**src/rtl/round_judge.sv**
```systemverilog
// Black-vs-white agar round referee: 3-stage capture pipeline plus round FSM feeding scorekeeper.
// Optional round timeout is built only when ROUND_JUDGE_TIMEOUT_EN is defined.
module round_judge #(
  parameter int unsigned POS_W        = 10,
  parameter int unsigned SIZE_W       = 8,
  parameter int unsigned MARGIN       = 2,
  parameter int unsigned HOLD_FRAMES  = 120,
  parameter int unsigned ROUND_FRAMES = 3600
) (
  input  logic              Clk,
  input  logic              Reset_n,
  input  logic              frame_tick,
  input  logic              round_start,
  input  logic [POS_W-1:0]  black_x,
  input  logic [POS_W-1:0]  black_y,
  input  logic [POS_W-1:0]  white_x,
  input  logic [POS_W-1:0]  white_y,
  input  logic [SIZE_W-1:0] black_r,
  input  logic [SIZE_W-1:0] white_r,
  output logic              blackwon,
  output logic              whitewon,
  output logic              add,
  output logic              round_active,
  output logic              draw
);

  localparam int unsigned DW      = POS_W + 1;
  localparam int unsigned PW      = 2 * DW;
  localparam int unsigned DSQ_W   = 2 * POS_W + 3;
  localparam int unsigned RSQ_W   = 2 * SIZE_W;
  localparam int unsigned CMP_W   = (DSQ_W > RSQ_W) ? DSQ_W : RSQ_W;
  localparam int unsigned CNT_MAX = (ROUND_FRAMES > HOLD_FRAMES) ? ROUND_FRAMES : HOLD_FRAMES;
  localparam int unsigned CNT_W   = $clog2(CNT_MAX + 1);

  typedef enum logic [1:0] {
    S_IDLE    = 2'd0,
    S_PLAYING = 2'd1,
    S_HOLD    = 2'd2
  } state_t;

  state_t state;
  logic [CNT_W-1:0] cnt;

  // Pipeline stage registers
  logic                    v0, v1, v2;
  logic signed [DW-1:0]    dx_q, dy_q;
  logic [SIZE_W-1:0]       rmax_q, rdiff0_q, rdiff1_q;
  logic                    big0_q, big1_q, big2_q;
  logic [DSQ_W-1:0]        dsq_q;
  logic [RSQ_W-1:0]        rsq_q;
  logic                    cap_q;

  logic                    accept_c;
  logic signed [PW-1:0]    dx_sq_c, dy_sq_c;
  logic                    capture_c;

  // A tick is evaluated only in PLAYING and only when no earlier tick is in flight
  assign accept_c  = (state == S_PLAYING) && frame_tick && !(v0 || v1 || v2);
  assign dx_sq_c   = PW'(dx_q) * PW'(dx_q);
  assign dy_sq_c   = PW'(dy_q) * PW'(dy_q);
  assign capture_c = v2 && cap_q;

  // Capture test pipeline: S0 deltas/radii, S1 squares, S2 compare
  always_ff @(posedge Clk) begin
    if (!Reset_n) begin
      v0       <= 1'b0;
      v1       <= 1'b0;
      v2       <= 1'b0;
      dx_q     <= '0;
      dy_q     <= '0;
      rmax_q   <= '0;
      rdiff0_q <= '0;
      rdiff1_q <= '0;
      big0_q   <= 1'b0;
      big1_q   <= 1'b0;
      big2_q   <= 1'b0;
      dsq_q    <= '0;
      rsq_q    <= '0;
      cap_q    <= 1'b0;
    end else if (state != S_PLAYING) begin
      v0 <= 1'b0;
      v1 <= 1'b0;
      v2 <= 1'b0;
    end else begin
      v0 <= accept_c;
      v1 <= v0;
      v2 <= v1;
      if (accept_c) begin
        dx_q     <= DW'(black_x) - DW'(white_x);
        dy_q     <= DW'(black_y) - DW'(white_y);
        big0_q   <= (black_r > white_r);
        rmax_q   <= (black_r > white_r) ? black_r : white_r;
        rdiff0_q <= (black_r > white_r) ? (black_r - white_r) : (white_r - black_r);
      end
      if (v0) begin
        dsq_q    <= DSQ_W'($unsigned(dx_sq_c)) + DSQ_W'($unsigned(dy_sq_c));
        rsq_q    <= RSQ_W'(rmax_q) * RSQ_W'(rmax_q);
        rdiff1_q <= rdiff0_q;
        big1_q   <= big0_q;
      end
      if (v1) begin
        cap_q  <= (CMP_W'(dsq_q) < CMP_W'(rsq_q)) && (rdiff1_q >= SIZE_W'(MARGIN));
        big2_q <= big1_q;
      end
    end
  end

`ifdef ROUND_JUDGE_TIMEOUT_EN
  logic draw_q;
  assign draw = draw_q;
`else
  assign draw = 1'b0;
`endif

  // Round FSM; cnt counts PLAYING frames, then is reused for the HOLD interval
  always_ff @(posedge Clk) begin
    if (!Reset_n) begin
      state        <= S_IDLE;
      cnt          <= '0;
      blackwon     <= 1'b0;
      whitewon     <= 1'b0;
      add          <= 1'b0;
      round_active <= 1'b0;
`ifdef ROUND_JUDGE_TIMEOUT_EN
      draw_q       <= 1'b0;
`endif
    end else begin
      add <= 1'b0;
      case (state)
        S_IDLE: begin
          if (round_start) begin
            state        <= S_PLAYING;
            round_active <= 1'b1;
            cnt          <= '0;
          end
        end
        S_PLAYING: begin
          if (frame_tick && (cnt != {CNT_W{1'b1}})) begin
            cnt <= cnt + CNT_W'(1);
          end
          if (capture_c) begin
            state        <= S_HOLD;
            round_active <= 1'b0;
            cnt          <= '0;
            add          <= 1'b1;
            blackwon     <= big2_q;
            whitewon     <= !big2_q;
          end
`ifdef ROUND_JUDGE_TIMEOUT_EN
          else if (cnt >= CNT_W'(ROUND_FRAMES)) begin
            state        <= S_HOLD;
            round_active <= 1'b0;
            cnt          <= '0;
            if (black_r > white_r) begin
              blackwon <= 1'b1;
              add      <= 1'b1;
            end else if (white_r > black_r) begin
              whitewon <= 1'b1;
              add      <= 1'b1;
            end else begin
              draw_q   <= 1'b1;
            end
          end
`endif
        end
        S_HOLD: begin
          if (frame_tick) begin
            if (cnt >= CNT_W'(HOLD_FRAMES - 1)) begin
              state    <= S_IDLE;
              cnt      <= '0;
              blackwon <= 1'b0;
              whitewon <= 1'b0;
`ifdef ROUND_JUDGE_TIMEOUT_EN
              draw_q   <= 1'b0;
`endif
            end else begin
              cnt <= cnt + CNT_W'(1);
            end
          end
        end
        default: begin
          state        <= S_IDLE;
          round_active <= 1'b0;
        end
      endcase
    end
  end

endmodule

```
**config.mk**
```make
export PLATFORM = sky130hd
export DESIGN_NAME = round_judge
export DESIGN_NICKNAME = d
export VERILOG_FILES = /design/src/rtl/round_judge.sv
export SDC_FILE = /design/constraint.sdc
export NUM_CORES = 1
export LEC_CHECK = 0
export BUFFER_PORTS_ARGS = -buffer_cell sky130_fd_sc_hd__buf_2
export CAP_MARGIN = 20
export CELL_PAD_IN_SITES_DETAIL_PLACEMENT = 0
export CELL_PAD_IN_SITES_GLOBAL_PLACEMENT = 2
export CORE_MARGIN = 8
export CORE_UTILIZATION = 40
export DETAILED_ROUTE_END_ITERATION = 7
export HOLD_SLACK_MARGIN = 0.06
export PLACE_DENSITY_LB_ADDON = 0.1
export SLEW_MARGIN = 0
export SYNTH_ARGS = -nofsm -noshare
export SYNTH_HDL_FRONTEND = slang
export SYNTH_SLANG_ARGS = --single-unit
```
**constraint.sdc**
```tcl
create_clock -name Clk -period 7.5 [get_ports Clk]
set_clock_uncertainty 0.1 [all_clocks]
set_input_delay 1.125 -clock Clk [delete_from_list [all_inputs] [get_ports Clk]]
set_output_delay 1.125 -clock Clk [all_outputs]
set_load 0.01 [all_outputs]
```
**After elaboration in Yosys (flattened, before gate mapping)**

Index checks and enable logic that the tools add are counted.

- Flip-flop bits (word level): 110
- Output and inout port bits: 5
- Word-level logic and storage cells: 89

- $add $sub $neg: 6
- $mul: 3
- $lt $le $gt $ge: 4
- Equality and inequality tests: 9
- Mux-type cells: 23
- Bitwise logic cells: 3
- Reduce and logical (&&, ||, !) cells: 21

Operators with widths:

| kind | count |
|---|---|
| two-way mux 12 bit | 5 |
| multiplier 11 x 11 -> 22 bit | 2 |
| one-hot mux 12 bit (3 select lines) | 1 |
| adder 22 x 22 -> 23 bit | 1 |
| < comparator 23 x 16 -> 1 bit | 1 |
| subtractor 10 x 10 -> 11 bit | 2 |
| multiplier 8 x 8 -> 16 bit | 1 |
| two-way mux 8 bit | 2 |
| subtractor 8 bit | 2 |
| adder 12 x 1 -> 12 bit (second input constant) | 1 |
| greater-or-equal comparator 12 x 7 -> 1 bit (second input constant) | 1 |
| != test 12 bit (second input constant) | 1 |
| AND reduction 4 bit | 3 |
| greater-or-equal comparator 8 x 2 -> 1 bit (second input constant) | 1 |
| > comparator 8 bit | 1 |
| two-way mux 2 bit | 4 |
| != test 2 bit (second input constant) | 4 |
| AND reduction 2 bit | 4 |
| two-way mux 1 bit | 7 |
| one-hot mux 2 bit (3 select lines) | 1 |
| logical AND 1 bit | 5 |
| one-hot mux 1 bit (2 select lines) | 2 |
| != test 3 x 2 -> 1 bit (second input constant) | 1 |
| NOT 1 bit | 3 |
| other kinds (11) | 13 |

**Longest topological paths before layout**

- Depth in word-level cells: 5
- Mapped depth: 29
- Mapped depth without buffers: 28

**Least setup slack after synthesis**

Ideal clock, no wire load.

- Path kind: register to register
- Start: register dx_q[7]
- End: register dsq_q[20]
- Arrival time: 6.587 ns
- Setup slack: 0.739 ns
- Stages on the path, launching flop included: 28
- Clock period less this slack: 6.761 ns
- Cells stage by stage: dfxtp_1 > clkbuf_1 > and2_1 > inv_1 > fa_1 > fa_1 > fa_1 > inv_1 > fa_1 > inv_1 > fa_1 > inv_1 > ha_1 > a21o_1 > a21o_1 > or3_1 > o21a_1 > a21oi_1 > xnor2_1 > ha_1 > and2_1 > nand3_1 > nor2_1 > o211ai_1 > a41oi_1 > nor2_1 > or4b_1 > a31oi_1

- Longest elaborated chain between the ends: 2

Ends and longest elaborated chain:

| what | RTL line | RTL |
|---|---|---|
| from (decl) | 46 | `logic signed [DW-1:0] dx_q, dy_q;` |
| from (signal assigned) | 89 | `dx_q <= DW'(black_x) - DW'(white_x);` |
| multiplier 11 x 11 -> 22 bit | 59 | `assign dx_sq_c = PW'(dx_q) * PW'(dx_q);` |
| adder 22 x 22 -> 23 bit | 96 | `dsq_q <= DSQ_W'($unsigned(dx_sq_c)) + DSQ_W'($unsigned(dy_sq_c));` |
| to (signal assigned) | 96 |  |
| to (decl) | 49 | `logic [DSQ_W-1:0] dsq_q;` |

Every way passes these cells.
A chain may end at the register's enable or synchronous reset.

**Worst setup path after layout**

- Start: register dy_q[6]
- End: register dsq_q[20]

- Longest elaborated chain between the ends: 2

Ends and longest elaborated chain:

| what | RTL line | RTL |
|---|---|---|
| from (decl) | 46 |  |
| from (signal assigned) | 90 | `dy_q <= DW'(black_y) - DW'(white_y);` |
| multiplier 11 x 11 -> 22 bit | 60 | `assign dy_sq_c = PW'(dy_q) * PW'(dy_q);` |
| adder 22 x 22 -> 23 bit | 96 |  |

Every way passes these cells.

==> metrics.md <==
| Metric | Value |
|---|---|
| Ys Warns | 0 |
| GR Util All Layers | 0.161 |
| Fillers | 4312 |
| Pre-Repair DR Iteration Count | 7 |
| Final setup TNS | 0 ns |
| Worst hold path class | register to register |
| Multi-input logic area | 12800 µm² |
| Critical path arrival | 7.26 ns |
| Clock Latency Late Sink | around 0.38 ns |
| Post-Synth XOR/XNOR Area | 0.0496 |
| Share of cells above drive strength 1 | 0.0658 |
| Initial Util | 0.403 |
| Largest cells by area after synthesis | fa_1 (28%), ha_1 (14%), dfxtp_1 (13%) |
| Adder-Cell Fraction of Synth Area | 0.427 |
| Final setup margin | 0.435 ns |
| Final Hold Fails | 0 |
| Psw | 0.873 mW |
| Hold Path Sink | dsq_q[19] |
| Most used DFF post-synth | dfxtp_1 |
| Critical path endpoint category | register |
| DR WL/cell | 14.8 µm |
| #FFs+latches synth | around 110 |
| Max Slew Vio Count | 0 |
| Fin crit share | 0.942 |
| Synthesized area | roughly 17000 µm² |
| Die H | between 200 and 250 µm |
| Pwr/cell area | 116 nW/µm² |
| Crit path kind | register to register |
| Initial antenna violation count | 0 |
| Comb power frac | 0.453 |
| Asr flop ratio synth | 0 |
| Post-synth cell types | 67 |
| Dpl ws | 0.304 ns |
| GPL Wtd Cong | 0.796 |
| Most frequent cells in the layout | inv_1 (418), fa_1 (237), ha_1 (193) |
| Vias in the first global route | 13300 |
| R2R cell count | 27 |
| CTS Buf Count | 9 |
| H-tree depth | 3 |
| Top Ports | 65 |
| Clk buf depth | 2 |
| Fin nets | about 2500 |
| Initial DRC Count | 508 |
| Worst VDD drop | about 0.1 mV |
| Post-synth top area share | 0.283 |
| Post-synth EDFFs | 0 |
| Synth Area in Simple Gates | 0.159 |
| Hpwl dp | around 32 mm |
| Worst setup SP type | register |
| Synthesized Nets | between 2000 and 2500 |
| Syn Inst Count | 2000 |
| Register area share after synthesis | 0.128 |
| Post-CTS setup buffers | 0 |
| CP Max Fanout | 7 |
| Largest family of logic cells by synthesized area | adder cells |
| CTS tree | yes |
| # DRC | 0 |
| Hold Crit Depth | 2 |
| Vias | 12700 |
| Slew @ Worst Pin | 0.800 ns |
| ANT cells | 0 |
| Status | finished clean |
| Synth Area in Compound Gates | 0.119 |
| Area delta synth->final | 7.26% |
| TritonCTS Sinks | 107 |
| Worst EP required | 7.70 ns |
| CTS Root Cell | clkbuf_16 |
| Final wirelength | ~38 mm |
| Clock-pin slew on the worst setup and hold paths | 0.08 ns |
| Static leakage | about 9.4 nW |
| Worst flop-to-flop path endpoint | dsq_q[20] |
| Fin crit period | 7.07 ns |
| RSZ-0062 raised after global routing | no |
| Max Clk Rate | 142 MHz |
| Vias per cell | 4.93 |
| Worst slew margin | 0.466 |
| Min-delay src | dsq_q[19] |
| Final Util | 0.432 |
| Final-report setup violation count | 0 |
| Syn Area/Cell | 8.39 µm² |
| Pint | approximately 1.2 mW |
| Global route total overflow | 0 |
| Core Area | 41700 µm² |
| Max Cap Viol | 0 |
| Clock share of power | 0.231 |
| First-pass GRT wire length | 65.5 mm |
| Largest area contributor in the netlist | fa_1 |
| R2R Path Start | dy_q[6] |
| Sequential standard cell area | 2150 µm² |
| Die Width | between 200 and 250 µm |
| Most common cell after layout, fill and taps aside | inv_1 |
| Post-route ant nets | 0 |
| Switching share of power | 0.419 |
| Seq pwr share | 0.316 |
| Row Count | 75 |
| Port Buffer Count | between 60 and 70 |
| Post-synthesis mux area share | 0.00768 |
| Largest net degree at the start of global routing | 52 |
| FF-to-FF setup slack | between 0.4 and 0.5 ns |
| Die Footprint | 48800 µm² |
==> per-layer routing <==
layer / vias to the layer above / GRT usage / wire [µm]
met5: - / 0 / 0
met4: 0 / 0.0293 / 446
met3: 21 / 0.0189 / 919
met2: 102 / 0.273 / 18200
met1: 6167 / 0.220 / 18600
li1: 6396 / - / -
==> Yosys cell counts, types with 16 or more instances <==
master,instances
nand2_1,190
nor2_1,112
fa_1,237
a21oi_1,111
ha_1,193
dfxtp_1,107
nor3_1,25
a211oi_1,19
xnor2_1,78
inv_1,418
nor2b_1,33
xor2_1,17
a21o_1,26
or3_1,17
o21ai_0,55
and3_1,16
clkbuf_1,61
nand3_1,41
and2_1,76
==> layout make-up <==
class                           count  share of cell area
Timing Repair Buffer               89              0.0284
Multi-Input combinational cell   1405               0.712
Sequential cell                   107               0.119
Tap cell                          539              0.0375
Clock inverter                      6             0.00306
Inverter                          419              0.0874
Clock buffer                       10              0.0127
==> power by group through the flow <==
stage | logic, mW | clock network (mW) | registers [mW]
6_report | 0.943 | 0.481 | 0.658
5_1_grt | 1.08 | 0.520 | 0.666
4_1_cts | 0.957 | 0.503 | 0.658
3_5_place_dp | 0.950 | 0 | 0.672
3_3_place_gp | 0.945 | 0 | 0.670
2_1_floorplan | 0.710 | 0 | 0.639
==> worst max path at each step <==
stage,start,to,slack [ns],cells after the start
after global routing,dy_q[1],dsq_q[22],0.02,27
after detailed placement,dx_q[5],dsq_q[20],0.30,25
after floorplan,dx_q[7],dsq_q[20],0.74,27
after CTS,dx_q[5],dsq_q[20],0.28,25
final,dy_q[6],dsq_q[20],0.43,27
after global placement,dy_q[2],dsq_q[20],0.47,27
==> metrics by stage <==
stage | total power [mW] | instances | instance area [µm²] | hold slack, ns
finish | 2.08 | 2575 | 18000 | 0.352
detailed placement | 1.62 | 2559 | 17700 | 0.343
global route | 2.27 | 2575 | 18000 | 0.375
global placement | 1.62 | 2559 | 17700 | 0.337
CTS | 2.12 | 2575 | 18000 | 0.353
floorplan | 1.35 | 2000 | 16800 | 0.332
==> critical path, stage by stage, from the launching register on <==
cell and delay [ns]:
dfxtp_1 0.46, inv_1 0.11, nor2_1 0.17, inv_1 0.07, fa_1 0.51, fa_1 0.44, fa_1 0.54, inv_1 0.05
fa_1 0.52, inv_1 0.05, fa_1 0.53, inv_1 0.04, ha_1 0.37, a21o_1 0.18, a21o_1 0.18, or3_1 0.34
o21a_1 0.18, a21oi_1 0.18, xnor2_1 0.09, ha_1 0.34, and2_1 0.23, nand3_1 0.12, nor2_1 0.11, o211ai_1 0.15
a41oi_2 0.24, nor2_2 0.07, or4b_1 0.46, a31oi_1 0.16
==> state kept, by name, indices dropped and copies added (netlist names), 2 cells and up <==
signal	count
dsq_q	23
rmax_q	8
dx_q	11
state	2
cnt	12
rdiff1_q	7
rdiff0_q	7
rsq_q	15
dy_q	11
==> timing repair <==
item                                    CTS  global route
endpoints found under the setup margin    0             5
hold buffers                              0             0
resized for setup                         0            10
==> cell families after synthesis <==
family,after synthesis
mux,12
compound gates,312
simple gates,555
flops,107
xor+xnor,95
fa+ha+maj,430
buf+inv,488
other cells,1
No activity file was read; power rests on OpenSTA's default activity.
